$ cat src/rtl/dso_capture_ctrl.sv
// Capture controller for the DSO sample RAM: pre-trigger fill, wait for trigger, post-trigger fill.
// Optional auto-trigger timeout is built only when DSO_AUTO_TRIG_EN is defined.
module dso_capture_ctrl #(
  parameter int DEPTH        = 512,
  parameter int AW           = 9,
  parameter int AUTO_SAMPLES = 4096
) (
  input  logic          clk,
  input  logic          rst,
  input  logic          capture_start,
  input  logic          done_clr,
  input  logic          sample_en,
  input  logic [AW-1:0] trig_pos,
  input  logic          triggered,
  output logic          trig_en,
  output logic          armed,
  output logic          set_capture_done,
  output logic          we,
  output logic [AW-1:0] waddr,
  output logic [AW-1:0] trace_end,
  output logic          capturing,
  output logic          done,
  output logic          timed_out
);

  typedef enum logic [1:0] {S_IDLE, S_WAIT, S_POST, S_DONE} state_t;

  localparam logic [AW:0] DEPTH_W = (AW+1)'(DEPTH);

  state_t        state_q, state_d;
  logic [AW-1:0] tpos_q, tpos_d;
  logic [AW:0]   fill_cnt_q, fill_cnt_d;
  logic [AW-1:0] post_cnt_q, post_cnt_d;
  logic [AW-1:0] waddr_q, waddr_d;
  logic [AW-1:0] trace_end_q, trace_end_d;
  logic          armed_q, armed_d;
  logic          trig_en_q, trig_en_d;
  logic          capturing_q, capturing_d;
  logic          done_q, done_d;
  logic          set_done_q, set_done_d;
  logic          timed_out_d;
  logic          auto_fire;
  logic [AW:0]   arm_thresh;
  logic          we_int;

  assign we_int     = sample_en & capturing_q;
  assign arm_thresh = DEPTH_W - {1'b0, tpos_q};

`ifdef DSO_AUTO_TRIG_EN
  localparam int ACW = $clog2(AUTO_SAMPLES + 1);

  logic [ACW-1:0] auto_cnt_q, auto_cnt_d;
  logic           auto_fire_q, auto_fire_d;
  logic           timed_out_q;

  // Count armed samples in WAIT; the hit is registered so the forced trigger lands a cycle later
  always_comb begin
    auto_cnt_d  = auto_cnt_q;
    auto_fire_d = 1'b0;
    if (state_q == S_IDLE && capture_start) begin
      auto_cnt_d = '0;
    end else if (state_q == S_WAIT && armed_q && sample_en && !auto_fire_q) begin
      auto_cnt_d = auto_cnt_q + 1'b1;
      if (auto_cnt_d == ACW'(AUTO_SAMPLES)) begin
        auto_fire_d = 1'b1;
      end
    end
  end

  always_ff @(posedge clk) begin
    if (rst) begin
      auto_cnt_q  <= '0;
      auto_fire_q <= 1'b0;
      timed_out_q <= 1'b0;
    end else begin
      auto_cnt_q  <= auto_cnt_d;
      auto_fire_q <= auto_fire_d;
      timed_out_q <= timed_out_d;
    end
  end

  assign auto_fire = auto_fire_q;
  assign timed_out = timed_out_q;
`else
  assign auto_fire = 1'b0;
  assign timed_out = 1'b0;
`endif

  always_comb begin
    state_d     = state_q;
    tpos_d      = tpos_q;
    fill_cnt_d  = fill_cnt_q;
    post_cnt_d  = post_cnt_q;
    waddr_d     = waddr_q;
    armed_d     = armed_q;
    trace_end_d = trace_end_q;
`ifdef DSO_AUTO_TRIG_EN
    timed_out_d = timed_out_q;
`else
    timed_out_d = 1'b0;
`endif

    if (we_int) begin
      waddr_d = waddr_q + 1'b1;
    end

    unique case (state_q)
      S_IDLE: begin
        if (capture_start) begin
          tpos_d      = trig_pos;
          fill_cnt_d  = '0;
          post_cnt_d  = '0;
          armed_d     = 1'b0;
          timed_out_d = 1'b0;
          state_d     = S_WAIT;
        end
      end
      S_WAIT: begin
        if (we_int && fill_cnt_q != DEPTH_W) begin
          fill_cnt_d = fill_cnt_q + 1'b1;
        end
        // Arm off the next count so armed appears right after the qualifying write
        if (fill_cnt_d >= arm_thresh) begin
          armed_d = 1'b1;
        end
        if (armed_q && (triggered || auto_fire)) begin
          state_d = (tpos_q == '0) ? S_DONE : S_POST;
          if (auto_fire && !triggered) begin
            timed_out_d = 1'b1;
          end
        end
      end
      S_POST: begin
        if (we_int) begin
          post_cnt_d = post_cnt_q + 1'b1;
          if (post_cnt_d == tpos_q) begin
            state_d = S_DONE;
          end
        end
      end
      S_DONE: begin
        if (done_clr) begin
          armed_d     = 1'b0;
          timed_out_d = 1'b0;
          state_d     = S_IDLE;
        end
      end
      default: state_d = S_IDLE;
    endcase

    set_done_d = (state_d == S_DONE) && (state_q != S_DONE);
    if (set_done_d) begin
      trace_end_d = waddr_d - 1'b1;
    end

    trig_en_d   = (state_d == S_WAIT);
    capturing_d = (state_d == S_WAIT) || (state_d == S_POST);
    done_d      = (state_d == S_DONE);
  end

  always_ff @(posedge clk) begin
    if (rst) begin
      state_q     <= S_IDLE;
      tpos_q      <= '0;
      fill_cnt_q  <= '0;
      post_cnt_q  <= '0;
      waddr_q     <= '0;
      trace_end_q <= '0;
      armed_q     <= 1'b0;
      trig_en_q   <= 1'b0;
      capturing_q <= 1'b0;
      done_q      <= 1'b0;
      set_done_q  <= 1'b0;
    end else begin
      state_q     <= state_d;
      tpos_q      <= tpos_d;
      fill_cnt_q  <= fill_cnt_d;
      post_cnt_q  <= post_cnt_d;
      waddr_q     <= waddr_d;
      trace_end_q <= trace_end_d;
      armed_q     <= armed_d;
      trig_en_q   <= trig_en_d;
      capturing_q <= capturing_d;
      done_q      <= done_d;
      set_done_q  <= set_done_d;
    end
  end

  assign trig_en          = trig_en_q;
  assign armed            = armed_q;
  assign set_capture_done = set_done_q;
  assign we               = we_int;
  assign waddr            = waddr_q;
  assign trace_end        = trace_end_q;
  assign capturing        = capturing_q;
  assign done             = done_q;

endmodule

$ cat config.mk
export PLATFORM = sky130hd
export DESIGN_NAME = dso_capture_ctrl
export DESIGN_NICKNAME = d
export VERILOG_FILES = /design/src/rtl/dso_capture_ctrl.sv
export SDC_FILE = /design/constraint.sdc
export NUM_CORES = 1
export LEC_CHECK = 0
export ABC_AREA = 1
export CAP_MARGIN = 20
export CORE_ASPECT_RATIO = 1.25
export CORE_MARGIN = 2
export CORE_UTILIZATION = 55
export DETAILED_ROUTE_END_ITERATION = 10
export GPL_TIMING_DRIVEN = 0
export HOLD_SLACK_MARGIN = 0.06
export PLACE_DENSITY = 0.79
export SYNTH_ARGS = -nofsm -noshare
export SYNTH_HDL_FRONTEND = slang
export SYNTH_SLANG_ARGS = --single-unit
export TNS_END_PERCENT = 5
$ cat constraint.sdc
create_clock -name clk -period 4.1 [get_ports clk]
set_input_delay 0.82 -clock clk [delete_from_list [all_inputs] [get_ports clk]]
set_output_delay 0.82 -clock clk [all_outputs]
set_load 0.02 [all_outputs]
==> results of run 1 <==
-- cell families after synthesis --
group,share of synthesized area (%)
flops,31.1
fa+ha+maj,6.96
buf+inv,11.1
simple gates,35.8
compound gates,11.0
xor+xnor,4.07
other cells,0.110
-- metal layers --
metal / track usage [%] / vias up / part of all wire, %
met4: 6.10 / 0 / 1.5
li1: - / 1757 / -
met3: 3.19 / 10 / 4.0
met1: 31.1 / 1534 / 42
met5: 0 / - / 0
met2: 46.2 / 81 / 52
-- through the flow --
step | power (mW) | instance area, um^2 | util, % | cells
4_1_cts | 1.26 | 4010 | 65.9 | 654
6_report | 1.25 | 4010 | 65.9 | 654
2_1_floorplan | 0.802 | 3420 | - | 524
3_5_place_dp | 0.902 | 3900 | 64.1 | 647
3_3_place_gp | 0.892 | 3900 | 64.1 | 647
5_1_grt | 1.33 | 4010 | 65.9 | 654
-- worst register-to-register path, cell delays in order, from the launching register on --
cell and delay [ns]:
dfxtp_1 0.36, inv_1 0.11, ha_1 0.19, nand3_1 0.13
nor2_1 0.14, nand2_1 0.09, nor3_1 0.15, ha_1 0.18
inv_1 0.04, a31oi_1 0.12, nor2_1 0.06, nand2_1 0.06
nand2_1 0.07, inv_1 0.09, ha_1 0.14, inv_1 0.05
nor2_1 0.59, buf_6 0.24, nand3b_1 0.09, o211ai_1 0.08
inv_1 0.05
-- power by group --
| part | internal [mW] | leakage [nW] | switching, mW |
|---|---|---|---|
| Clock | 0.181 | 0.0546 | 0.180 |
| Sequential | 0.539 | 0.431 | 0.0229 |
| Combinational | 0.127 | 1.31 | 0.202 |
| Total | 0.847 | 1.80 | 0.405 |
-- final cells by class --
cell class                      instances  area [um^2]
Clock buffer                            5         68.8
Multi-Input combinational cell        377         1980
Clock inverter                          2         38.8
Buffer                                 13         73.8
Sequential cell                        53         1060
Timing Repair Buffer                   38          380
Inverter                               81          304
Tap cell                               85          106
Fill cell                             579         2080
-- worst paths after layout --
kind / from / to / depth (start not counted)
min: post_cnt_q[8] / post_cnt_q[8] / 2
min reg2reg: post_cnt_q[8] / post_cnt_q[8] / 2
max reg2reg: tpos_q[0] / trace_end[2] / 20
max: sample_en / trace_end[2] / 18
-- sequential cells by signal, indices dropped and copies added (netlist names), 2 cells and up --
register    count
fill_cnt_q     10
post_cnt_q      9
tpos_q          9
trace_end       9
waddr           9
state_q         2
-- placed cells by master (no fill, tap or decap), types with 4 or more instances in the layout --
master	netlist	final
a21oi_1	38	38
buf_4	4	4
clkbuf_1	6	6
clkbuf_8	0	5
clkdlybuf4s50_1	0	38
dfxtp_1	53	53
ha_1	19	19
inv_1	78	78
nand2_1	137	137
nand2_2	5	5
nand3_1	44	44
nand4_1	8	8
nor2_1	52	52
nor2_2	6	6
nor3_1	8	8
o21ai_0	18	18
xor2_1	13	13
==> metrics.md, run 1 <==
| Metric | Value |
|---|---|
| Status | `finished clean` |
| Final period util | `a little over four fifths` |
| CTS Buf Count | `5` |
| Most common cell in the synthesized netlist | `nand2_1` |
| P&R area growth vs syn | `17.4%` |
| Post_cts resized | `0` |
| Kind of critical path | `input port to flop` |
| Synth warn | `0` |
| Setup crit end kind | `flop` |
| Biggest cell delay along the critical path | `0.59 ns` |
| Largest net degree at the start of global routing | `17` |
| CTS tree | `built` |
| Post-CTS Setup Bufs | `0` |
| Endpoints failing setup | `0` |
| Critical Path Start Type | `input port` |
| Mean Syn Cell Area | `6.52 um^2` |
| Top FF cell, synth | `dfxtp_1` |
| Post-route ant nets | `0` |
| Fin. Hold Viols | `0` |
| Vias per std cell | `roughly 5.2` |
| Max VDD drop | `0.158 mV` |
| CP Cell Sequence | `clkdlybuf4s50_1, nand2_4, nor2_1, nand3_1, nor2_1, nand3_1, nor3_1, nand2_1, nand2_1, nand2_1, inv_1, ha_1, inv_1, nor2_1, buf_6, nand3b_1, o211ai_1, inv_1` |
| Post-synth top area share | `a little under a third` |
| Layout cells sized above 1 | `under 10%` |
| Leak Pwr | `1.80 nW` |
| Post-synth EDFFs | `0` |
| WHS | `0.490 ns` |
| Max-cap violations | `0` |
| DR vias | `roughly 3,400` |
| Vias in the first global route | `approximately 3,300` |
| Die area | `just under 7000 um^2` |
| Worst-path clk slew | `about 0.10 ns` |
| Synthesized netlist cell count | `approximately 520` |
| Crit-path slowest cell | `nor2_1` |
| Post-DP HPWL | `~6300 um` |
| CP required | `roughly 4.3 ns` |
| Hold_buf cts | `0` |
| Max_slew headroom | `roughly 50%` |
| # port buffers | `38` |
| DRC errors left | `0` |
| Max clock buf depth | `2` |
| IO Count | `40` |
| Largest delay share family, worst path | `simple AND/OR/NAND/NOR gates` |
| GRT overflow | `0` |
| # rows | `32` |
| CTS Sinks | `53` |
| Synth cell types | `36` |
| H-tree lvl count | `2` |
| Hold Path Class | `flop to flop` |
| Initial Utilization | `around 56%` |
| Synth top area cells | `dfxtp_1, nand2_1, inv_1` |
| Post-Syn Nets | `558` |
| Total Routed Length | `just over 8000 um` |
| Area leader, netlist | `dfxtp_1` |
| Width of the die | `74.5 um` |
| Final WS setup | `roughly 0.68 ns` |
| Post-Syn Area | `about 3400 um^2` |
| Clk_lat worst skew | `slightly above 0.3 ns` |
| Final GP Congestion | `between 0.9 and 1` |
| Core area | `a little over 6000 um^2` |
| Final min period | `3.42 ns` |
| Ys async rst share | `0%` |
| R2r setup slk | `roughly 0.98 ns` |
| Pre-CTS setup slack | `between 0.3 and 0.4 ns` |
| Max Fclk | `roughly 290 MHz` |
| Synth cell count leaders | `nand2_1, inv_1, dfxtp_1` |
| Max Slew Vio Count | `0` |
| WP data arrival | `about 3.6 ns` |
| Total GRT Usage | `around a quarter` |
| Detailed Routing Iterations Pass 1 | `5` |
| Power density over cell area | `312 nW/um^2` |
| Global-route wire length before repair | `13,800 um` |
| Initial drt markers | `approximately 220` |
| Synth Register Bits | `53` |
| Final layout net count | `roughly 600` |
| DIE HEIGHT | `92.1 um` |
| Skew final | `0.00607 ns` |
| CP max FO | `10` |
| Clock root buffer | `clkbuf_8` |
| Routed len/inst | `roughly 12 um` |
| Antenna Cells | `0` |
| Initial antenna violation count | `0` |
| RSZ-0062 raised after global routing | `no` |
| Sequential-to-total area share from yosys stat | `just over 30%` |
| Sum Neg Setup Slack | `0 ns` |
| Worst-Margin Slew | `about 0.75 ns` |
| Worst Path Buf+Inv | `5` |
Note: power is estimated with default switching activity, not from simulation.
==> inputs of run 2 (changes only) <==
==> constraint.sdc (replaced) <==
create_clock -name clk -period 3.2 [get_ports clk]
set_input_delay 0.64 -clock clk [delete_from_list [all_inputs] [get_ports clk]]
set_output_delay 0.64 -clock clk [all_outputs]
set_load 0.02 [all_outputs]
==> metrics.md, run 2 (synthesis results as in run 1) <==
| Metric | Value |
|---|---|
| Crit-path slowest cell | `clkdlybuf4s50_1` |
| Largest reg by FF count | `fill_cnt_q` |
| CP required | `3.41 ns` |
| Endpoints failing setup | `0` |
| H-tree lvl count | `2` |
| GRT overflow | `0` |
| Cell internal pwr | `around 1.1 mW` |
| CP Cell Sequence | `clkdlybuf4s50_1, nand2_4, nor2_1, nand3_1, nor2_1, nand3_1, nor3_1, nand2_1, nand2_1, nand2_1, inv_1, ha_1, inv_1, nor2_4, buf_6, nand3b_1, o211ai_1, inv_1` |
| Leak Pwr | `roughly 1.8 nW` |
| Final GP Congestion | `between 0.9 and 1` |
| Post-route ant nets | `0` |
| DR vias | `roughly 3,400` |
| Max-cap violations | `0` |
| Routing usage on met1 | `31.1%` |
| Commonest non-fill, non-tap cell in the layout | `nand2_1` |
| Final period util | `~91%` |
| Skew final | `approximately 0.0063 ns` |
| Met2 Use GR | `46.2%` |
| Power density over cell area | `400 nW/um^2` |
| Worst Path Buf+Inv | `5` |
| Clk_lat worst skew | `0.31 ns` |
| WP data arrival | `~3.1 ns` |
| Hold_buf cts | `0` |
| Routed len/inst | `~12 um` |
| Tot Pwr | `1.61 mW` |
| Max Fclk | `approximately 340 MHz` |
| CTS tree | `built` |
| Initial drt markers | `between 200 and 250` |
| # port buffers | `38` |
| Max clock buf depth | `2` |
| Worst-path clk slew | `around 0.10 ns` |
| Global-route wire length before repair | `around 14,000 um` |
| Status | `finished clean` |
| Reg power frac | `approximately 45%` |
| Max_slew headroom | `61.0%` |
| Max VDD drop | `between 0.2 and 0.25 mV` |
| Detailed Routing Iterations Pass 1 | `5` |
| R2r setup slk | `between 0.4 and 0.5 ns` |
| CP max FO | `10` |
| Vias per std cell | `about 5.2` |
| WHS | `~0.5 ns` |
| GRT busiest layer | `met2` |
| Setup crit end kind | `flop` |
| Kind of critical path | `input port to flop` |
| Fin util | `around two thirds` |
| P&R area growth vs syn | `17.6%` |
| DRC errors left | `0` |
| Initial antenna violation count | `0` |
| Vias in the first global route | `between 3,000 and 4,000` |
| CTS Sinks | `53` |
| Post-DP HPWL | `around 6300 um` |
| Worst-Margin Slew | `0.585 ns` |
| Largest net degree at the start of global routing | `17` |
| Final min period | `2.91 ns` |
| Initial Utilization | `a little under three fifths` |
| DIE HEIGHT | `about 90 um` |
| Final layout net count | `around 600` |
| RSZ-0062 raised after global routing | `no` |
| Footprint of the multi-input gates | `around 2000 um^2` |
| Switch Pwr | `520 uW` |
| Critical Path Start Type | `input port` |
| Clock root buffer | `clkbuf_8` |
| # rows | `32` |
| Fin. Hold Viols | `0` |
| M3 GR Usage | `between 3 and 4%` |
| Total Routed Length | `approximately 8100 um` |
| Core area | `between 6000 and 7000 um^2` |
| Clock network fraction of total power | `between 20% and 30%` |
| Seq. cell area | `around 1100 um^2` |
| Antenna Cells | `0` |
| Total GRT Usage | `25.5%` |
| Hold Path Class | `flop to flop` |
| Max Slew Vio Count | `0` |
| Layout cells sized above 1 | `7.03%` |
| IO Count | `40` |
| Largest delay share family, worst path | `simple AND/OR/NAND/NOR gates` |
| Biggest cell delay along the critical path | `~0.55 ns` |
| Switching share of power | `approximately a third` |
| Largest register FFs | `10` |
| Most frequent cells in the layout | `nand2_1, inv_1, dfxtp_1` |
| Die area | `between 6000 and 7000 um^2` |
| CTS Buf Count | `5` |
| Combinational share of power | `between 20% and 30%` |
| # fillers | `about 580` |
| Width of the die | `74.5 um` |
==> run 2: path summary, 6_finish.rpt <==
kind / startpoint / endpoint / depth (start not counted)
worst max-delay path: sample_en / trace_end[2] / 18
worst min-delay path: post_cnt_q[8] / post_cnt_q[8] / 2
worst max register to register: tpos_q[0] / trace_end[2] / 20
worst min register to register: post_cnt_q[8] / post_cnt_q[8] / 2
==> run 2: metrics by stage <==
| step | setup TNS, ns | cells | setup slack [ns] | area (um^2) |
|---|---|---|---|---|
| floorplan | 0 | 524 | 0.704 | 3420 |
| global placement | -2.92 | 647 | -0.377 | 3900 |
| detailed placement | -3.02 | 647 | -0.375 | 3900 |
| CTS | 0 | 654 | 0.159 | 4010 |
| global route | 0 | 654 | 0.122 | 4020 |
| finish | 0 | 654 | 0.295 | 4020 |
==> run 2: power groups by stage <==
stage | sequential, mW | clock, mW | combinational, mW
after floorplan | 0.746 | 0 | 0.281
after global placement | 0.734 | 0 | 0.409
after detailed placement | 0.735 | 0 | 0.421
after CTS | 0.720 | 0.473 | 0.422
after global routing | 0.724 | 0.495 | 0.480
final | 0.721 | 0.464 | 0.421
==> run 2: worst reg2reg max path: cells and delay by family (launching register included) <==
| family | cells | cell delay (ns) |
|---|---|---|
| and+or+nand+nor | 9 | 1.05 |
| buffers and inverters | 6 | 0.55 |
| adders and majority gates | 3 | 0.51 |
| DFF | 1 | 0.36 |
| AOI/OAI and AO/OA | 2 | 0.20 |
==> run 2: final cells by class <==
type,instances,share of cell area (%)
Multi-Input combinational cell,377,49.4
Sequential cell,53,26.4
Timing Repair Buffer,38,9.47
Inverter,81,7.57
Tap cell,85,2.65
Buffer,13,1.84
Clock buffer,5,1.71
Clock inverter,2,0.965
==> run 2: repair_timing <==
action,CTS,global route
setup buffers,0,0
gates resized for setup,1,1
setup endpoints to repair,5,3
==> run 2: per-layer routing <==
metal,wire length (um),part of all wire [%]
met5,0,0
met4,106,1.3
met3,404,5.0
met2,4200,52
met1,3420,42
==> inputs of run 3 (changes only) <==
--- a/config.mk
+++ b/config.mk
@@ -13,6 +13,7 @@
 export DETAILED_ROUTE_END_ITERATION = 10
 export GPL_TIMING_DRIVEN = 0
 export HOLD_SLACK_MARGIN = 0.06
+export MAX_ROUTING_LAYER = met4
 export PLACE_DENSITY = 0.79
 export SYNTH_ARGS = -nofsm -noshare
 export SYNTH_HDL_FRONTEND = slang
==> metrics.md, run 3 (synthesis results as in run 1) <==
| Metric | Value |
|---|---|
| Status | `finished clean` |
| Core area | `just over 6000 um^2` |
| Final period util | `92.4%` |
| Die area | `between 6000 and 7000 um^2` |
| Worst-Margin Slew | `about 0.65 ns` |
| Endpoints failing setup | `0` |
| Hold_buf cts | `0` |
| Clock network fraction of total power | `27.5%` |
| Initial drt markers | `248` |
| Initial Utilization | `56.1%` |
| Power density over cell area | `between 300 and 400 nW/um^2` |
| Kind of critical path | `input port to flop` |
| CP required | `around 3.4 ns` |
| Post-route ant nets | `0` |
| Clk_lat worst skew | `~0.31 ns` |
| Most frequent cells in the layout | `nand2_1, inv_1, dfxtp_1` |
| Initial antenna violation count | `0` |
| CP max FO | `10` |
| Combinational share of power | `between 20% and 30%` |
| # port buffers | `38` |
| Post-DP HPWL | `6300 um` |
| Largest reg by FF count | `fill_cnt_q` |
| Fin. Hold Viols | `0` |
| Largest net degree at the start of global routing | `17` |
| Design area | `approximately 4000 um^2` |
| P&R area growth vs syn | `17.5%` |
| Final GP Congestion | `a little over 0.9` |
| CTS tree | `built` |
| Global-route wire length before repair | `approximately 14,000 um` |
| Cell internal pwr | `roughly 1.1 mW` |
| Vias per std cell | `around 5.3` |
| Antenna Cells | `0` |
| Routed len/inst | `12.8 um` |
| Total Routed Length | `8370 um` |
| Largest register FFs | `10` |
| Setup crit end kind | `flop` |
| DRC errors left | `0` |
| CTS Buf Count | `5` |
| Critical Path Start Type | `input port` |
| Leak Pwr | `1.80 nW` |
| IO Count | `40` |
| Skew final | `around 0.0097 ns` |
| Post-CTS Setup Bufs | `0` |
| Vias in the first global route | `just over 3,000` |
| Layout cells sized above 1 | `7.19%` |
| Max_slew headroom | `a little under three fifths` |
| Post_cts resized | `1` |
| H-tree lvl count | `2` |
| GRT overflow | `0` |
| Width of the die | `74.5 um` |
| Switch Pwr | `around 530 uW` |
| Post-DP Area | `a little under 4000 um^2` |
| Switching share of power | `between 30% and 40%` |
| Tot Pwr | `around 1.6 mW` |
| Fin util | `66.0%` |
| Detailed Routing Iterations Pass 1 | `5` |
| Commonest non-fill, non-tap cell in the layout | `nand2_1` |
| RSZ-0062 raised after global routing | `no` |
| Max Fclk | `~340 MHz` |
| Final layout net count | `around 600` |
| Max clock buf depth | `2` |
| WP data arrival | `roughly 3.2 ns` |
| Hold Path Class | `flop to flop` |
| Max Slew Vio Count | `0` |
| Worst-path clk slew | `around 0.1 ns` |
| Max-cap violations | `0` |
| DR vias | `around 3,400` |
| CTS Sinks | `between 50 and 60` |
| # rows | `32` |
| Max VDD drop | `0.244 mV` |
| Total GRT Usage | `roughly a quarter` |
| DIE HEIGHT | `between 90 and 100 um` |
| Reg power frac | `between 40% and 50%` |
| Clock root buffer | `clkbuf_8` |
| WHS | `a little under 0.5 ns` |
| Final min period | `between 2 and 3 ns` |
-- run 3: power groups by stage --
stage	registers, mW	clock network (mW)	logic, mW
after global routing	0.725	0.464	0.477
after floorplan	0.746	0	0.281
after global placement	0.734	0	0.409
after detailed placement	0.735	0	0.421
final	0.721	0.434	0.425
after CTS	0.720	0.446	0.424
-- run 3: cell type report --
class | instances | area, um^2
Clock inverter | 1 | 8.76
Buffer | 13 | 73.8
Inverter | 81 | 304
Tap cell | 85 | 106
Sequential cell | 53 | 1060
Fill cell | 558 | 2070
Multi-Input combinational cell | 377 | 1980
Timing Repair Buffer | 38 | 380
Clock buffer | 7 | 96.3
-- run 3: path summary, 6_finish.rpt --
path	from	end	slack (ns)	cells past startpoint
worst max-delay path	sample_en	trace_end[2]	0.24	18
worst min-delay path	fill_cnt_q[1]	fill_cnt_q[1]	0.49	2
worst max register to register	tpos_q[0]	trace_end[2]	0.34	20
worst min register to register	fill_cnt_q[1]	fill_cnt_q[1]	0.49	2
-- run 3: per-layer routing --
metal	vias up	global-route usage (%)	wire length, um
met2	105	43.8	4190
met3	23	2.75	352
met5	-	-	0
li1	1757	-	-
met1	1558	32.0	3620
met4	0	8.78	206
-- run 3: per-stage QoR --
step           setup slack [ns]  cells  TNS (ns)
2_1_floorplan             0.704    524         0
3_3_place_gp             -0.376    647     -2.91
3_5_place_dp             -0.373    647     -2.94
4_1_cts                  0.0924    655         0
5_1_grt                  0.0483    655         0
6_report                  0.244    655         0
-- run 3: worst max-delay path, cell delays in order --
cell,delay (ns)
clkdlybuf4s50_1,0.55
nand2_4,0.14
nor2_1,0.17
nand3_1,0.10
nor2_1,0.12
nand3_1,0.08
nor3_1,0.14
nand2_1,0.08
nand2_1,0.06
nand2_1,0.08
inv_1,0.09
ha_1,0.14
inv_1,0.07
nor2_4,0.27
buf_6,0.19
nand3b_1,0.08
o211ai_1,0.09
inv_1,0.05
